===== src/rtl/vga_pattern_pkg.sv =====
// Shared constants for the VGA test-pattern generator: mode encodings,
// the 3-bit on/off colour-bar palette and the datapath latency.
package vga_pattern_pkg;

   localparam logic [1:0] MODE_BARS   = 2'd0;
   localparam logic [1:0] MODE_CHECK  = 2'd1;
   localparam logic [1:0] MODE_GRAD   = 2'd2;
   localparam logic [1:0] MODE_SCROLL = 2'd3;

   localparam int unsigned PIPE_LATENCY = 2;

   // Bar colours as {R,G,B} on/off bits; each bit is replicated to COLOR_W in the datapath
   localparam logic [2:0] BAR_WHITE   = 3'b111;
   localparam logic [2:0] BAR_YELLOW  = 3'b110;
   localparam logic [2:0] BAR_CYAN    = 3'b011;
   localparam logic [2:0] BAR_GREEN   = 3'b010;
   localparam logic [2:0] BAR_MAGENTA = 3'b101;
   localparam logic [2:0] BAR_RED     = 3'b100;
   localparam logic [2:0] BAR_BLUE    = 3'b001;
   localparam logic [2:0] BAR_BLACK   = 3'b000;

   function automatic logic [2:0] bar_colour(input logic [2:0] idx);
      logic [2:0] c;
      case (idx)
         3'd0:    c = BAR_WHITE;
         3'd1:    c = BAR_YELLOW;
         3'd2:    c = BAR_CYAN;
         3'd3:    c = BAR_GREEN;
         3'd4:    c = BAR_MAGENTA;
         3'd5:    c = BAR_RED;
         3'd6:    c = BAR_BLUE;
         default: c = BAR_BLACK;
      endcase
      return c;
   endfunction

   function automatic logic [1:0] next_mode(input logic [1:0] m);
      return m + 2'd1;
   endfunction

endpackage


===== src/rtl/vga_pattern_gen_if.sv =====
// Timing bundle from the sync generator plus the mode request/report,
// shared between the datapath top and the mode controller.
interface vga_pattern_gen_if;
   logic [11:0] h_count;
   logic [11:0] v_count;
   logic        display_en;
   logic        h_sync;
   logic        v_sync;
   logic        mode_next;
   logic [1:0]  mode;

   modport master (
      output h_count, v_count, display_en, h_sync, v_sync, mode_next,
      input  mode
   );

   modport slave (
      input  h_count, v_count, display_en, h_sync, v_sync, mode_next,
      output mode
   );
endinterface


===== src/rtl/vga_pattern_mode_ctrl.sv =====
// Frame-end detect, request latch, pattern-mode FSM and scroll position.
// Optional `AUTO_CYCLE_EN adds a frame counter that advances the mode every AUTO_FRAMES frames.
module vga_pattern_mode_ctrl
   import vga_pattern_pkg::*;
#(
   parameter int unsigned H_DISPLAY   = 1280,
   parameter int unsigned V_DISPLAY   = 960,
   parameter int unsigned SCROLL_STEP = 4,
   parameter int unsigned AUTO_FRAMES = 120
) (
   input  logic                  clk_i,
   input  logic                  rst_i,
   vga_pattern_gen_if.slave      tim,
   output logic [11:0]           scroll_x_o
);

   localparam logic [11:0] V_END  = 12'(V_DISPLAY);
   localparam logic [12:0] H_WRAP = 13'(H_DISPLAY);
   localparam logic [12:0] STEP   = 13'(SCROLL_STEP);

   logic        frame_end;
   logic        auto_hit;
   logic        advance;
   logic [1:0]  mode_q, mode_d;
   logic        pending_q, pending_d;
   logic [11:0] scroll_q, scroll_d;
   logic [12:0] scroll_sum;

   assign frame_end = (tim.v_count == V_END) && (tim.h_count == '0);

`ifdef AUTO_CYCLE_EN
   localparam int unsigned FC_W = (AUTO_FRAMES > 1) ? $clog2(AUTO_FRAMES) : 1;
   logic [FC_W-1:0] frame_cnt_q, frame_cnt_d;

   assign auto_hit = (frame_cnt_q == FC_W'(AUTO_FRAMES - 1));

   always_comb begin
      frame_cnt_d = frame_cnt_q;
      if (frame_end) frame_cnt_d = auto_hit ? '0 : frame_cnt_q + 1'b1;
   end

   always_ff @(posedge clk_i) begin
      if (rst_i) frame_cnt_q <= '0;
      else       frame_cnt_q <= frame_cnt_d;
   end
`else
   assign auto_hit = 1'b0;
`endif

   // Requests and the auto tick merge into one advance per frame-end
   assign advance = frame_end && (pending_q || tim.mode_next || auto_hit);

   assign scroll_sum = {1'b0, scroll_q} + STEP;

   always_comb begin
      mode_d    = advance ? next_mode(mode_q) : mode_q;
      pending_d = frame_end ? 1'b0 : (pending_q | tim.mode_next);
      scroll_d  = scroll_q;
      if (frame_end)
         scroll_d = (scroll_sum >= H_WRAP) ? 12'(scroll_sum - H_WRAP) : scroll_sum[11:0];
   end

   always_ff @(posedge clk_i) begin
      if (rst_i) begin
         mode_q    <= MODE_BARS;
         pending_q <= 1'b0;
         scroll_q  <= '0;
      end else begin
         mode_q    <= mode_d;
         pending_q <= pending_d;
         scroll_q  <= scroll_d;
      end
   end

   assign tim.mode   = mode_q;
   assign scroll_x_o = scroll_q;

endmodule


===== src/rtl/vga_pattern_gen.sv =====
// Two-stage RGB test-pattern datapath (bars, checker, gradient, scrolling bar)
// with syncs/enable re-timed to match. `AUTO_CYCLE_EN enables auto mode cycling.
module vga_pattern_gen
   import vga_pattern_pkg::*;
#(
   parameter int unsigned H_DISPLAY   = 1280,
   parameter int unsigned V_DISPLAY   = 960,
   parameter int unsigned COLOR_W     = 4,
   parameter int unsigned CHECK_SHIFT = 5,
   parameter int unsigned GRAD_SHIFT  = 6,
   parameter int unsigned BAR_W       = 32,
   parameter int unsigned SCROLL_STEP = 4,
   parameter int unsigned AUTO_FRAMES = 120
) (
   input  logic               clk_in,
   input  logic               reset,
   input  logic [11:0]        h_count,
   input  logic [11:0]        v_count,
   input  logic               display_en,
   input  logic               h_sync,
   input  logic               v_sync,
   input  logic               mode_next,
   output logic [COLOR_W-1:0] red,
   output logic [COLOR_W-1:0] green,
   output logic [COLOR_W-1:0] blue,
   output logic               h_sync_out,
   output logic               v_sync_out,
   output logic               display_en_out,
   output logic [1:0]         mode
);

   localparam int unsigned BAR_PX = H_DISPLAY / 8;

   vga_pattern_gen_if tim ();

   assign tim.h_count    = h_count;
   assign tim.v_count    = v_count;
   assign tim.display_en = display_en;
   assign tim.h_sync     = h_sync;
   assign tim.v_sync     = v_sync;
   assign tim.mode_next  = mode_next;
   assign mode           = tim.mode;

   logic [11:0] scroll_x;

   vga_pattern_mode_ctrl #(
      .H_DISPLAY   (H_DISPLAY),
      .V_DISPLAY   (V_DISPLAY),
      .SCROLL_STEP (SCROLL_STEP),
      .AUTO_FRAMES (AUTO_FRAMES)
   ) u_mode_ctrl (
      .clk_i      (clk_in),
      .rst_i      (reset),
      .tim        (tim),
      .scroll_x_o (scroll_x)
   );

   // Stage 1: pattern intermediates from the raw counts
   logic [2:0]         bar_idx;
   logic [2:0]         bar_rgb_d;
   logic               check_d;
   logic [COLOR_W-1:0] grad_r_d, grad_g_d;
   logic [12:0]        scroll_end;
   logic               scroll_d;

   // Bar index is the number of bar boundaries already passed
   always_comb begin
      bar_idx = '0;
      for (int unsigned k = 1; k < 8; k++)
         if (tim.h_count >= 12'(k * BAR_PX)) bar_idx = 3'(k);
   end

   assign bar_rgb_d  = bar_colour(bar_idx);
   assign check_d    = tim.h_count[CHECK_SHIFT] ^ tim.v_count[CHECK_SHIFT];
   assign grad_r_d   = tim.h_count[GRAD_SHIFT +: COLOR_W];
   assign grad_g_d   = tim.v_count[GRAD_SHIFT +: COLOR_W];
   assign scroll_end = {1'b0, scroll_x} + 13'(BAR_W);
   assign scroll_d   = (tim.h_count >= scroll_x) && ({1'b0, tim.h_count} < scroll_end);

   logic               de1_q, hs1_q, vs1_q;
   logic [1:0]         mode1_q;
   logic [2:0]         bar_rgb1_q;
   logic               check1_q;
   logic [COLOR_W-1:0] grad_r1_q, grad_g1_q;
   logic               scroll1_q;

   always_ff @(posedge clk_in) begin
      if (reset) begin
         de1_q      <= 1'b0;
         hs1_q      <= 1'b1;
         vs1_q      <= 1'b1;
         mode1_q    <= MODE_BARS;
         bar_rgb1_q <= '0;
         check1_q   <= 1'b0;
         grad_r1_q  <= '0;
         grad_g1_q  <= '0;
         scroll1_q  <= 1'b0;
      end else begin
         de1_q      <= tim.display_en;
         hs1_q      <= tim.h_sync;
         vs1_q      <= tim.v_sync;
         mode1_q    <= tim.mode;
         bar_rgb1_q <= bar_rgb_d;
         check1_q   <= check_d;
         grad_r1_q  <= grad_r_d;
         grad_g1_q  <= grad_g_d;
         scroll1_q  <= scroll_d;
      end
   end

   // Stage 2: mode select, blanking and output registers
   logic [COLOR_W-1:0] red_d, green_d, blue_d;
   logic [COLOR_W-1:0] red_q, green_q, blue_q;
   logic               hs2_q, vs2_q, de2_q;

   always_comb begin
      red_d   = '0;
      green_d = '0;
      blue_d  = '0;
      case (mode1_q)
         MODE_BARS: begin
            red_d   = {COLOR_W{bar_rgb1_q[2]}};
            green_d = {COLOR_W{bar_rgb1_q[1]}};
            blue_d  = {COLOR_W{bar_rgb1_q[0]}};
         end
         MODE_CHECK: begin
            red_d   = check1_q ? '0 : '1;
            green_d = check1_q ? '0 : '1;
            blue_d  = check1_q ? '0 : '1;
         end
         MODE_GRAD: begin
            red_d   = grad_r1_q;
            green_d = grad_g1_q;
            blue_d  = grad_r1_q ^ grad_g1_q;
         end
         default: begin
            red_d   = scroll1_q ? '1 : '0;
            green_d = scroll1_q ? '1 : '0;
            blue_d  = scroll1_q ? '1 : '0;
         end
      endcase
      if (!de1_q) begin
         red_d   = '0;
         green_d = '0;
         blue_d  = '0;
      end
   end

   always_ff @(posedge clk_in) begin
      if (reset) begin
         red_q   <= '0;
         green_q <= '0;
         blue_q  <= '0;
         hs2_q   <= 1'b1;
         vs2_q   <= 1'b1;
         de2_q   <= 1'b0;
      end else begin
         red_q   <= red_d;
         green_q <= green_d;
         blue_q  <= blue_d;
         hs2_q   <= hs1_q;
         vs2_q   <= vs1_q;
         de2_q   <= de1_q;
      end
   end

   assign red            = red_q;
   assign green          = green_q;
   assign blue           = blue_q;
   assign h_sync_out     = hs2_q;
   assign v_sync_out     = vs2_q;
   assign display_en_out = de2_q;

endmodule


===== config.mk =====
export PLATFORM = sky130hd
export DESIGN_NAME = vga_pattern_gen
export DESIGN_NICKNAME = d
export VERILOG_FILES = /design/src/rtl/vga_pattern_pkg.sv /design/src/rtl/vga_pattern_gen_if.sv /design/src/rtl/vga_pattern_mode_ctrl.sv /design/src/rtl/vga_pattern_gen.sv
export SDC_FILE = /design/constraint.sdc
export NUM_CORES = 1
export LEC_CHECK = 0
export CAP_MARGIN = 25
export CORE_MARGIN = 1
export CORE_UTILIZATION = 47
export DETAILED_ROUTE_END_ITERATION = 10
export PLACE_DENSITY_LB_ADDON = 0.05
export SLEW_MARGIN = 40
export SYNTH_ARGS = -nofsm -noshare
export SYNTH_HDL_FRONTEND = slang
export SYNTH_SLANG_ARGS = --single-unit

===== constraint.sdc =====
create_clock -name clk_in -period 2.33 [get_ports clk_in]
set_clock_uncertainty 0.1 [all_clocks]
set_input_delay 0.5825 -clock clk_in [delete_from_list [all_inputs] [get_ports clk_in]]
set_output_delay 0.5825 -clock clk_in [all_outputs]
set_load 0.01 [all_outputs]

Word level (Yosys, flattened, before mapping). Cells that the tools add are included.

Input bits: 30. Output and inout port bits: 17. Word-level logic and storage cells: 68. Register bits: 48.

Equal/unequal tests: 9. Reductions and logical operators: 9. Muxes and demuxes: 14. $lt $le $gt $ge: 10. Bitwise logic cells: 4. Add/subtract/negate cells: 4.

Operator list (count): $ge 12x10->1 const B (3); $pmux 4 s3 (3); $ge 12x9->1 const B (2); $pmux 3 s7 (1); $mux 3 (6); $add 12x3->13 const B (1); $add 12x6->13 const B (1); $ge 13x11->1 const B (1); $lt 12x13->1 (1); $eq 12x10->1 const B (1); $ge 12x11->1 const B (1); $ge 12x12->1 (1); $ge 12x8->1 const B (1); $logic_not 12->1 (1); $mux 12 (1); $sub 12x11->12 const B (1); $eq 3x3->1 const B (3); $mux 4 (2); $eq 3x2->1 const B (2); $reduce_or 2->1 (2); $xor 4x4->4 (1); $eq 3x1->1 const B (1); $logic_and 1x1->1 (3); $logic_not 3->1 (1); other kinds (9) (9).

Logic depth before layout (Yosys ltp).
Word-level depth: 10. Depth in mapped cells: 11.

Cells and area by module. From an unflattened synthesis, not the netlist that was laid out.

Cells, all modules: 315. Area total of the unflattened synthesis: 2707.6 um^2.

By module, submodules not included: vga_pattern_gen (seq. area each 660.6 um^2, cells each 188, instances 1, area each 1694.1 um^2); vga_pattern_mode_ctrl (seq. area each 260.2 um^2, cells each 127, instances 1, area each 1013.5 um^2).

Least setup slack after synthesis. Ideal clock, no wire load.

Path kind: reg-to-reg. From: reg u_mode_ctrl.scroll_q[2] (netlist: u_mode_ctrl.scroll_x_o[2]). To: reg u_mode_ctrl.scroll_q[9] (netlist: u_mode_ctrl.scroll_x_o[9]). Data arrival time: 1984 ps. Path slack: 158 ps. Buffers on the path: 0. Stages on the path, launching flop included: 12. Path through: dfxtp_1 > ha_1 > nand2_1 > nor2_1 > xnor2_1 > inv_1 > ha_1 > nand2_1 > nor3_1 > or2_1 > nand3_1 > a311oi_2.

Cells in the longest elaborated chain, start to end: 3.

Ends and longest elaborated chain: from (decl) (RTL line vga_pattern_mode_ctrl.sv:26) `logic [11:0] scroll_q, scroll_d;`; from (signal assigned) (RTL line vga_pattern_mode_ctrl.sv:71) `scroll_q <= scroll_d;`; $add 12x3->13 * (RTL line vga_pattern_mode_ctrl.sv:53) `assign scroll_sum = {1'b0, scroll_q} + STEP;`; $sub 12x11->12 / $ge 13x11->1 (equally long branches) (RTL line vga_pattern_mode_ctrl.sv:60) `scroll_d = (scroll_sum >= H_WRAP) ? 12'(scroll_sum - H_WRAP) : scroll_sum[11:0];`; $mux 12 * (RTL line vga_pattern_mode_ctrl.sv:60).

Every way passes the cells marked *; elsewhere a longest branch is shown, timed or not. A chain may end at the register's enable or synchronous reset.

Final worst setup path.
From: reg u_mode_ctrl.scroll_q[5] (netlist: u_mode_ctrl.scroll_x_o[5]). To: reg scroll1_q.

Cells in the longest elaborated chain, start to end: 3.

Ends and longest elaborated chain: $add 12x6->13 (RTL line vga_pattern_gen.sv:77) `assign scroll_end = {1'b0, scroll_x} + 13'(BAR_W);`; $lt 12x13->1 (RTL line vga_pattern_gen.sv:78) `assign scroll_d = (tim.h_count >= scroll_x) && ({1'b0, tim.h_count} < scroll_end);`; $logic_and 1x1->1 * (RTL line vga_pattern_gen.sv:78); to (signal assigned) (RTL line vga_pattern_gen.sv:107) `scroll1_q <= scroll_d;`; to (decl) (RTL line vga_pattern_gen.sv:85) `logic scroll1_q;`.

Marks and branches as above.

==> metrics.txt <==
status=complete, no violations; pin count of the biggest net entering global routing=22; Static Leak=1.40 nW; FP Rows=26; Data arrival, critical path=2.40 ns; via/cell ratio=5.10; post-CTS setup buffer count=0; CP bufs+invs=1; Final Hold Viols=0; post-synthesis sequential area ratio=36.1%; Initial Utilization=49.3%; Slew headroom=57.8%; Hold Path Class=reg -> reg; Finish-stage setup viols=0; hpwl dp=4350 um; pre-CTS WS=-0.334 ns; vias in the first global route=2172; Num CTS Buffers=5; PwrDens=455 mW/mm^2; share of the synthesized area in the top cell type=36.1%; slowest stage delay, CP=0.39 ns; clock buffer depth=2; DR iter-0 viols=74; crit path cell chain=buf_4, nand3_2, xnor2_2, ha_1, and4b_1, o21ai_1, a31oi_1, or3_1, a221oi_2; most frequent cell after synthesis=dfxtp_1; full die area=0.00572 mm^2; Post-Syn Area=0.00255 mm^2; Routed Antenna Nets=0; Port Buffer Count=46; Synth Flop Type=dfxtp_1; Syn Inst Count=283; number of fill cells=423; pin slew with the least headroom to its limit=0.629 ns; initial antenna violation count=0; CTS HTree Levels=2; DIE WIDTH=75.7 um; Yosys reg bits=46; CTS Hold Bufs=0; CTS tree=yes; crit end category=flop; clk_lat worst skew=0.31 ns; Crit Path Max Fanout=8; Final Hold Slack=0.312 ns; Max Cap Viol=0; Syn-to-layout area delta=38.4%; Mean Syn Cell Area=9.01 um^2; Critical Path RT=2.46 ns; gpl congestion=0.862; first-pass GRT wire length=9540 um; # diodes=0; DRC=0; Warnings, synthesis=0; top cells by area, synth=dfxtp_1 36%, ha_1 11%, xnor2_1 5.2%, nor2b_1 3.4%, nor2_1 3.4%; fin crit share=97.7%; Max Slew Vio Count=0; synth cell count leaders=46 x dfxtp_1, 23 x nor2_1, 22 x ha_1, 16 x inv_1, 16 x nand2_1; slowest CP cell=or3_1; io pins=47; GRT Overall Usage=22.3%; RSZ-0062 raised after global routing=true; startpoint types=flop; distinct cell type count after synthesis=53; cell accounting for the most synthesized area=dfxtp_1; achievable clock frequency=439 MHz; nets=415; fin crit period=2.28 ns; EDFF count, synth=0; CP delay by family, top=simple AND/OR/NAND/NOR gates; WS Path Type=reg -> reg; Total Wirelength=5680 um; CTS Sinks=46; grt total ovfl=0; crit path launch=u_mode_ctrl.scroll_x_o[5]; die height=75.7 um; vias=2214; worst setup margin=0.0534 ns; CTS clk-pin slew, worst paths=0.09 ns; worst flop-to-flop path startpoint=u_mode_ctrl.scroll_x_o[5]; Synth async-reset ratio=0%; Max IR drop VDD=401 uV; drt first pass iters=4; Net Count, Synth=335; share of layout cells above drive strength 1=20.1%; standard cell core area=0.00517 mm^2; HP Start=hs1_q; Root Driver=clkbuf_8; DR WL/cell=13.1 um
## cell families (layout without fill, tap and decap cells)
kind of cell	count (synthesis)	after routing	share of synthesized area, %
adders and majority gates	22	22	10.8
buffers and inverters	25	106	4.32
muxes	5	5	2.06
DFF	46	46	36.1
AOI/OAI and AO/OA	56	56	15.6
xor gates and xnor gates	21	21	7.21
and+or+nand+nor	108	108	23.9
## layer usage
layer  routed length (um)  vias up  GRT usage (%)
met5                    0        -              0
met4                   67        0           6.38
met3                  111        7           3.84
met2                 3050       27           43.9
met1                 2460     1022           24.1
li1                     -     1158              -
## timing repair
action / CTS / global route
gates resized for setup: 3 / 19
pin swaps: 0 / 13
endpoints found under the setup margin: 2 / 12
cloned: 0 / 0
## flip-flops by register name (all words and copies together) (netlist names), 2 cells and up
signal,count
grad_g1_q,4
blue,4
green,4
red,4
grad_r1_q,4
u_mode_ctrl.tim.mode,2
bar_rgb1_q,3
u_mode_ctrl.scroll_x_o,10
mode1_q,2
## where the power goes
group / switching [W] / leakage (nW) / internal (W)
registers: 0.00000937 / 0.377 / 0.000805
logic: 0.0000771 / 0.967 / 0.000108
clock network: 0.000283 / 0.0585 / 0.000322
total: 0.000370 / 1.40 / 0.00123
## path summary, 6_finish.rpt
check / depth (start not counted) / end / slack (ns)
max: 9 / scroll1_q / 0.05
min reg2reg: 1 / h_sync_out / 0.31
min: 1 / h_sync_out / 0.31
max reg2reg: 9 / scroll1_q / 0.05
## layout make-up
cell class                 instances  area [um^2]  share of cell area (%)
timing repair buffer              82          751                    21.3
sequential                        46          926                    26.2
tap                               70         87.6                    2.48
multi-input combinational        212         1590                    45.1
inverter                          16         60.1                    1.70
clock inverter                     3         43.8                    1.24
clock buffer                       5         68.8                    1.95
## per-stage QoR
step,cell area [um^2],util [%],instances,power (W),setup TNS (ns)
2_1_floorplan,2550,-,283,0.000904,0
3_3_place_gp,3330,64.4,426,0.00101,-3.19
3_5_place_dp,3330,64.4,426,0.00101,-3.21
4_1_cts,3450,66.7,434,0.00162,0
5_1_grt,3530,68.2,434,0.00168,-0.0151
6_report,3530,68.2,434,0.00160,0
## layout by cell type (no fill, tap or decap), types with 3 or more instances in the layout
cell and n:
dfxtp_2 4, or2_2 4, nand3_1 8, nand2_1 16, a21oi_1 8, nor2b_1 14, ha_1 21, inv_1 16
clkbuf_8 5, xor2_1 6, and3_1 3, dfxtp_1 42, xnor2_1 13, nor4_2 3, nand4_1 6, or3_1 4
nor2_1 22, a31oi_1 4, nor3_1 7, o21a_1 9, nand2b_1 5, clkdlybuf4s50_1 43, buf_4 35, mux2i_1 3
o21ai_0 12, dlymetal6s2s_1 3
No activity file was read; power rests on OpenSTA's default activity.
==> RTL change 1, RTL diff (same settings) <==
Remove the register `blue_q`: a continuous assignment takes its place, so the output `blue` follows one clock earlier.
--- a/src/rtl/vga_pattern_gen.sv
+++ b/src/rtl/vga_pattern_gen.sv
@@ -151,5 +151,4 @@
          red_q   <= '0;
          green_q <= '0;
-         blue_q  <= '0;
          hs2_q   <= 1'b1;
          vs2_q   <= 1'b1;
@@ -158,5 +157,4 @@
          red_q   <= red_d;
          green_q <= green_d;
-         blue_q  <= blue_d;
          hs2_q   <= hs1_q;
          vs2_q   <= vs1_q;
@@ -164,4 +162,6 @@
       end
    end
+
+   assign blue_q = blue_d;
 
    assign red            = red_q;
Function: changed (Yosys sat finds a counterexample within 4 cycles, from zero or initial values and one cycle with reset high).
==> RTL change 1 against the original RTL <==
  * Power down 14%
  * Area after synthesis increased by 0.74%
  * Wire length rose by 2.4%
  * Worst setup slack better by 91 ps
  * Sequential power decreased by 8.6%
  * Sequential cell count fell by 4
  * Worst hold slack improved by 8.5 ps
  * Design area shrank 3.9%
  * First-iteration DRC count fell by 18%
  * Largest power group unchanged
==> RTL change 1: results (changes against the original RTL) <==
The tools report the startpoint of the tightest hold check path as vs1_q$_SDFF_PP1_. The cell count of the worst reg-to-reg path was 10 (+1). The arrival time reported for the critical path endpoint was 1500 ps (-900 ps); the sum of internal, switching and leakage power was 0.00139 W (-14%).

The share of synthesized area occupied by flip-flops and latches is 32.7% (-3.4 points), and the stage delay of the slowest cell on the critical path is 360 ps (-30 ps). Endpoint of the worst hold-timing path: v_sync_out$_SDFF_PP1_. Total global routing track utilization: 21.6% (-0.69 points). Distinct cell type count after synthesis: 61 (+15%). The setup slack of the most critical reg-to-reg path is 190 ps (+140 ps). The worst register-to-register path begins at u_mode_ctrl.scroll_x_o[2]$_SDFFE_PP0P_. The flow ran to the end, and the final reports show no timing, DRC or antenna violations. The post-synthesis cell count was 294 (+3.9%); the multiplexer share of the synthesized area was 0.828% (-1.2 points). The logs give 139 µm (+25%) for the routed length on met3 and 10 (+7) for the total of cells resized after clock tree synthesis. Among all stages on the critical path, the largest delay is contributed by sky130_fd_sc_hd__dfxtp_2. The run gives 0.852 (-1.1%) as the final weighted congestion in routability-driven placement. The clock insertion delay at the later pin of the skew report is 290 ps (-20 ps).

The capture point of the critical path was blue[0]. The post-synthesis adder-cell area fraction was 11.1% (+0.31 points); the global routing usage on met3 was 3.61% (-0.22 points). The relative contribution of the clock network to total power was 33.1% (-4.6 points); the via count of the first global-routing pass was 2207 (+1.6%). Ranked by total cell area, the synthesized netlist is headed by sky130_fd_sc_hd__dfxtp_1 33%, sky130_fd_sc_hd__ha_1 11%, sky130_fd_sc_hd__xnor2_1 5.8%, sky130_fd_sc_hd__o21a_1 3.8%, sky130_fd_sc_hd__nor2b_1 3.7%.

The switching power was 0.000331 W (-11%); the peak supply drop was 0.000234 V (-42%). For the static leakage, the log shows 1.37 nW (-2.6%). The fraction of the mapped netlist area in compound gates is 18.2% (+2.6 points), and the pin count of the biggest net entering global routing is 18 (-18%).

Total length of routed wires: 5.82 mm (+2.4%). The run gives 2261 (+2.1%) as the number of vias after detailed routing. The tools report the met2 capacity usage during global routing as 39.3% (-4.7 points). The transition at the pin with the smallest max-transition slack was 521 ps (-108 ps). The startpoint of the worst setup timing path is mode1_q[1]$_SDFF_PP0_.
## RTL change 1: worst register-to-register path, stage by stage (launching register included)
cell,delay (ps)
sky130_fd_sc_hd__dfxtp_1,340
sky130_fd_sc_hd__ha_1,180
sky130_fd_sc_hd__and4_2,290
sky130_fd_sc_hd__nand2_4,70
sky130_fd_sc_hd__xnor2_2,160
sky130_fd_sc_hd__ha_1,170
sky130_fd_sc_hd__nand2_1,80
sky130_fd_sc_hd__nor3_4,180
sky130_fd_sc_hd__nand2_1,100
sky130_fd_sc_hd__a41o_1,270
sky130_fd_sc_hd__a211oi_2,130
## RTL change 1: final cells by class
| class | instances | area (µm²) |
|---|---|---|
| Clock buffer | 6 | 72.6 |
| Clock inverter | 2 | 13.8 |
| Fill cell | 443 | 1780 |
| Inverter | 18 | 68.8 |
| Multi-Input combinational cell | 218 | 1600 |
| Sequential cell | 42 | 847 |
| Tap cell | 70 | 87.6 |
| Timing Repair Buffer | 76 | 701 |
==> RTL change 2, RTL diff (same settings) <==
Without the edit above. Build with the macro `AUTO_CYCLE_EN` defined.
--- a/src/rtl/vga_pattern_mode_ctrl.sv
+++ b/src/rtl/vga_pattern_mode_ctrl.sv
@@ -1,4 +1,6 @@
 // Frame-end detect, request latch, pattern-mode FSM and scroll position.
 // Optional `AUTO_CYCLE_EN adds a frame counter that advances the mode every AUTO_FRAMES frames.
+`define AUTO_CYCLE_EN
+
 module vga_pattern_mode_ctrl
    import vga_pattern_pkg::*;
Behaviour: same outputs for any inputs over 10 cycles, from zero or initial values and one cycle with reset high; that may be too few to reach the edited logic, so the function may still have changed.
==> RTL change 2 against the original RTL <==
  * Wire length rose by 19%
  * Critical path type unchanged
  * Largest power group unchanged
  * Power increased by 2.7%
  * Highest routed layer unchanged
  * Area after synthesis increased by 12%
  * Design area is 15% higher
  * Global-route usage shrank 0.29 points
  * Sequential cell count increased by 7
  * Critical endpoint is now u_mode_ctrl.scroll_x_o[8]$_SDFFE_PP0P_
  * Worst setup slack got worse by 38 ps
  * Count of clock-buffer cells in the layout rose by 1
==> RTL change 2: results (changes against the original RTL) <==
For the met2 capacity usage during global routing, the log shows 40.8% (-3.2 points). The logs give 10.9 mm (+14%) for the wire length of the first global-routing pass and 1770 µm² (+11%) for the area used by multi-input combinational logic. The via count normalized by instance count is 5.23 (+2.5%). The number of logic inverters in the finished layout came out at 20 (+4).

The tools report the worst-case setup slack after placement as -369 ps (-34.5 ps). The filler cell count came out at 466 (+10%). The startpoint of the tightest hold check path is vs1_q$_SDFF_PP1_. Routed metal-1 wirelength: 2.99 mm (+22%). The buffer type at the clock tree root is sky130_fd_sc_hd__clkbuf_8. Number of search-and-repair iterations in the first detailed-routing pass: 6 (+2).

The number of vias after detailed routing was 2619 (+18%); the clock tree buffer count of the final layout was 6 (+1). Via count of the first global-routing pass: 2449 (+13%). The flip-flop and latch area is 1080 µm² (+16%), and the non-clock buffering overhead in the final layout is 23.8% (+2.5 points).

The final weighted congestion in routability-driven placement was 0.873 (+1.2%). Ranked by total cell area, the synthesized netlist is headed by sky130_fd_sc_hd__dfxtp_1 37%, sky130_fd_sc_hd__ha_1 10%, sky130_fd_sc_hd__xnor2_1 4.9%, sky130_fd_sc_hd__nor2_1 4.2%, sky130_fd_sc_hd__a21oi_1 3.3%. The tools report the count of flip-flops and latches as 53 (+15%). The flow ran to the end, and the final reports show no timing, DRC or antenna violations.

The tools report the pin count of the biggest net entering global routing as 27 (+23%). The logs give 57 (+7.5%) for the distinct cell type count after synthesis and 0.000333 V (-17%) for the peak supply drop. The total setup buffers inserted after CTS is 4 (+4), and the final-stage net count is 478 (+15%). After synthesis, the most frequently instantiated cells are 53 x sky130_fd_sc_hd__dfxtp_1, 32 x sky130_fd_sc_hd__nor2_1, 23 x sky130_fd_sc_hd__ha_1, 19 x sky130_fd_sc_hd__a21oi_1. Clock-pin slew was measured on the worst setup and hold paths at 100 ps. The global routing usage on met3 came out at 3.86% (+0.028 points). Worst min-delay path category: reg2reg.

The minimum hold slack is 319 ps (+6.61 ps), and the total length of routed wires is 6.77 mm (+19%). The number of nets in the synthesized netlist is 376 (+12%). The total placed instance area is 3820 µm² (+15%), and the initial detailed-routing violation count is 67 (-9.5%). The capture point of the worst reg-to-reg path was u_mode_ctrl.scroll_x_o[8]$_SDFFE_PP0P_. Met2 wire length: 3.58 mm (+17%). The number of multi-input combinational cells in the layout is 237 (+12%), and the met1 usage in global routing is 26.0% (+1.9 points). The number of cells in the design after placement was 485 (+14%); the proportion of cell area occupied by registers was 26.5% (+0.25 points). The post-synthesis cell count is 323 (+14%), and the share of final-layout standard cells stronger than drive strength 1 is 24.9% (+4.8 points). The routed length on met3 was 165 µm (+49%).

The arrival time reported for the critical path endpoint is 2420 ps (+20 ps). The core area is 5890 µm² (+14%), and the total of cells resized after clock tree synthesis is 6 (+3). The total global routing track utilization came out at 22.0% (-0.29 points).
-- RTL change 2: changes by cell type in the layout (fill, tap and decap cells not counted), moves of 4 or more --
cell and change:
sky130_fd_sc_hd__dfxtp_4 +4, sky130_fd_sc_hd__o21ai_0 -5, sky130_fd_sc_hd__a21oi_1 +10, sky130_fd_sc_hd__clkdlybuf4s50_1 -6, sky130_fd_sc_hd__dlymetal6s2s_1 +6, sky130_fd_sc_hd__dfxtp_1 +6, sky130_fd_sc_hd__nor2b_1 -5, sky130_fd_sc_hd__nor2_1 +10
sky130_fd_sc_hd__buf_4 +25
-- RTL change 2: power breakdown --
group | internal, W | leakage [nW] | switching (W)
Combinational | 0.000111 | 1.21 | 0.0000812
Clock | 0.000215 | 0.0456 | 0.000309
Sequential | 0.000920 | 0.435 | 0.0000106
-- RTL change 2: cells by family after synthesis --
| family | Yosys count | share of synthesized area [%] |
|---|---|---|
| AND/OR/NAND/NOR | 116 | 21.8 |
| multiplexers | 6 | 2.14 |
| XOR/XNOR | 25 | 7.64 |
| flip-flops | 53 | 37.0 |
| adder cells (fa/ha/maj) | 24 | 10.4 |
| AO/OA/AOI/OAI | 66 | 15.2 |
| buffers and inverters | 33 | 5.80 |
-- RTL change 2: critical path: stages, from the launching register on --
cell and delay, ps:
sky130_fd_sc_hd__dfxtp_4 370, sky130_fd_sc_hd__buf_4 140, sky130_fd_sc_hd__buf_4 160, sky130_fd_sc_hd__a311oi_1 340, sky130_fd_sc_hd__a31oi_2 110, sky130_fd_sc_hd__nor3_4 210, sky130_fd_sc_hd__nor3b_2 80, sky130_fd_sc_hd__o21ai_2 150
sky130_fd_sc_hd__mux2i_1 220, sky130_fd_sc_hd__mux2_1 330
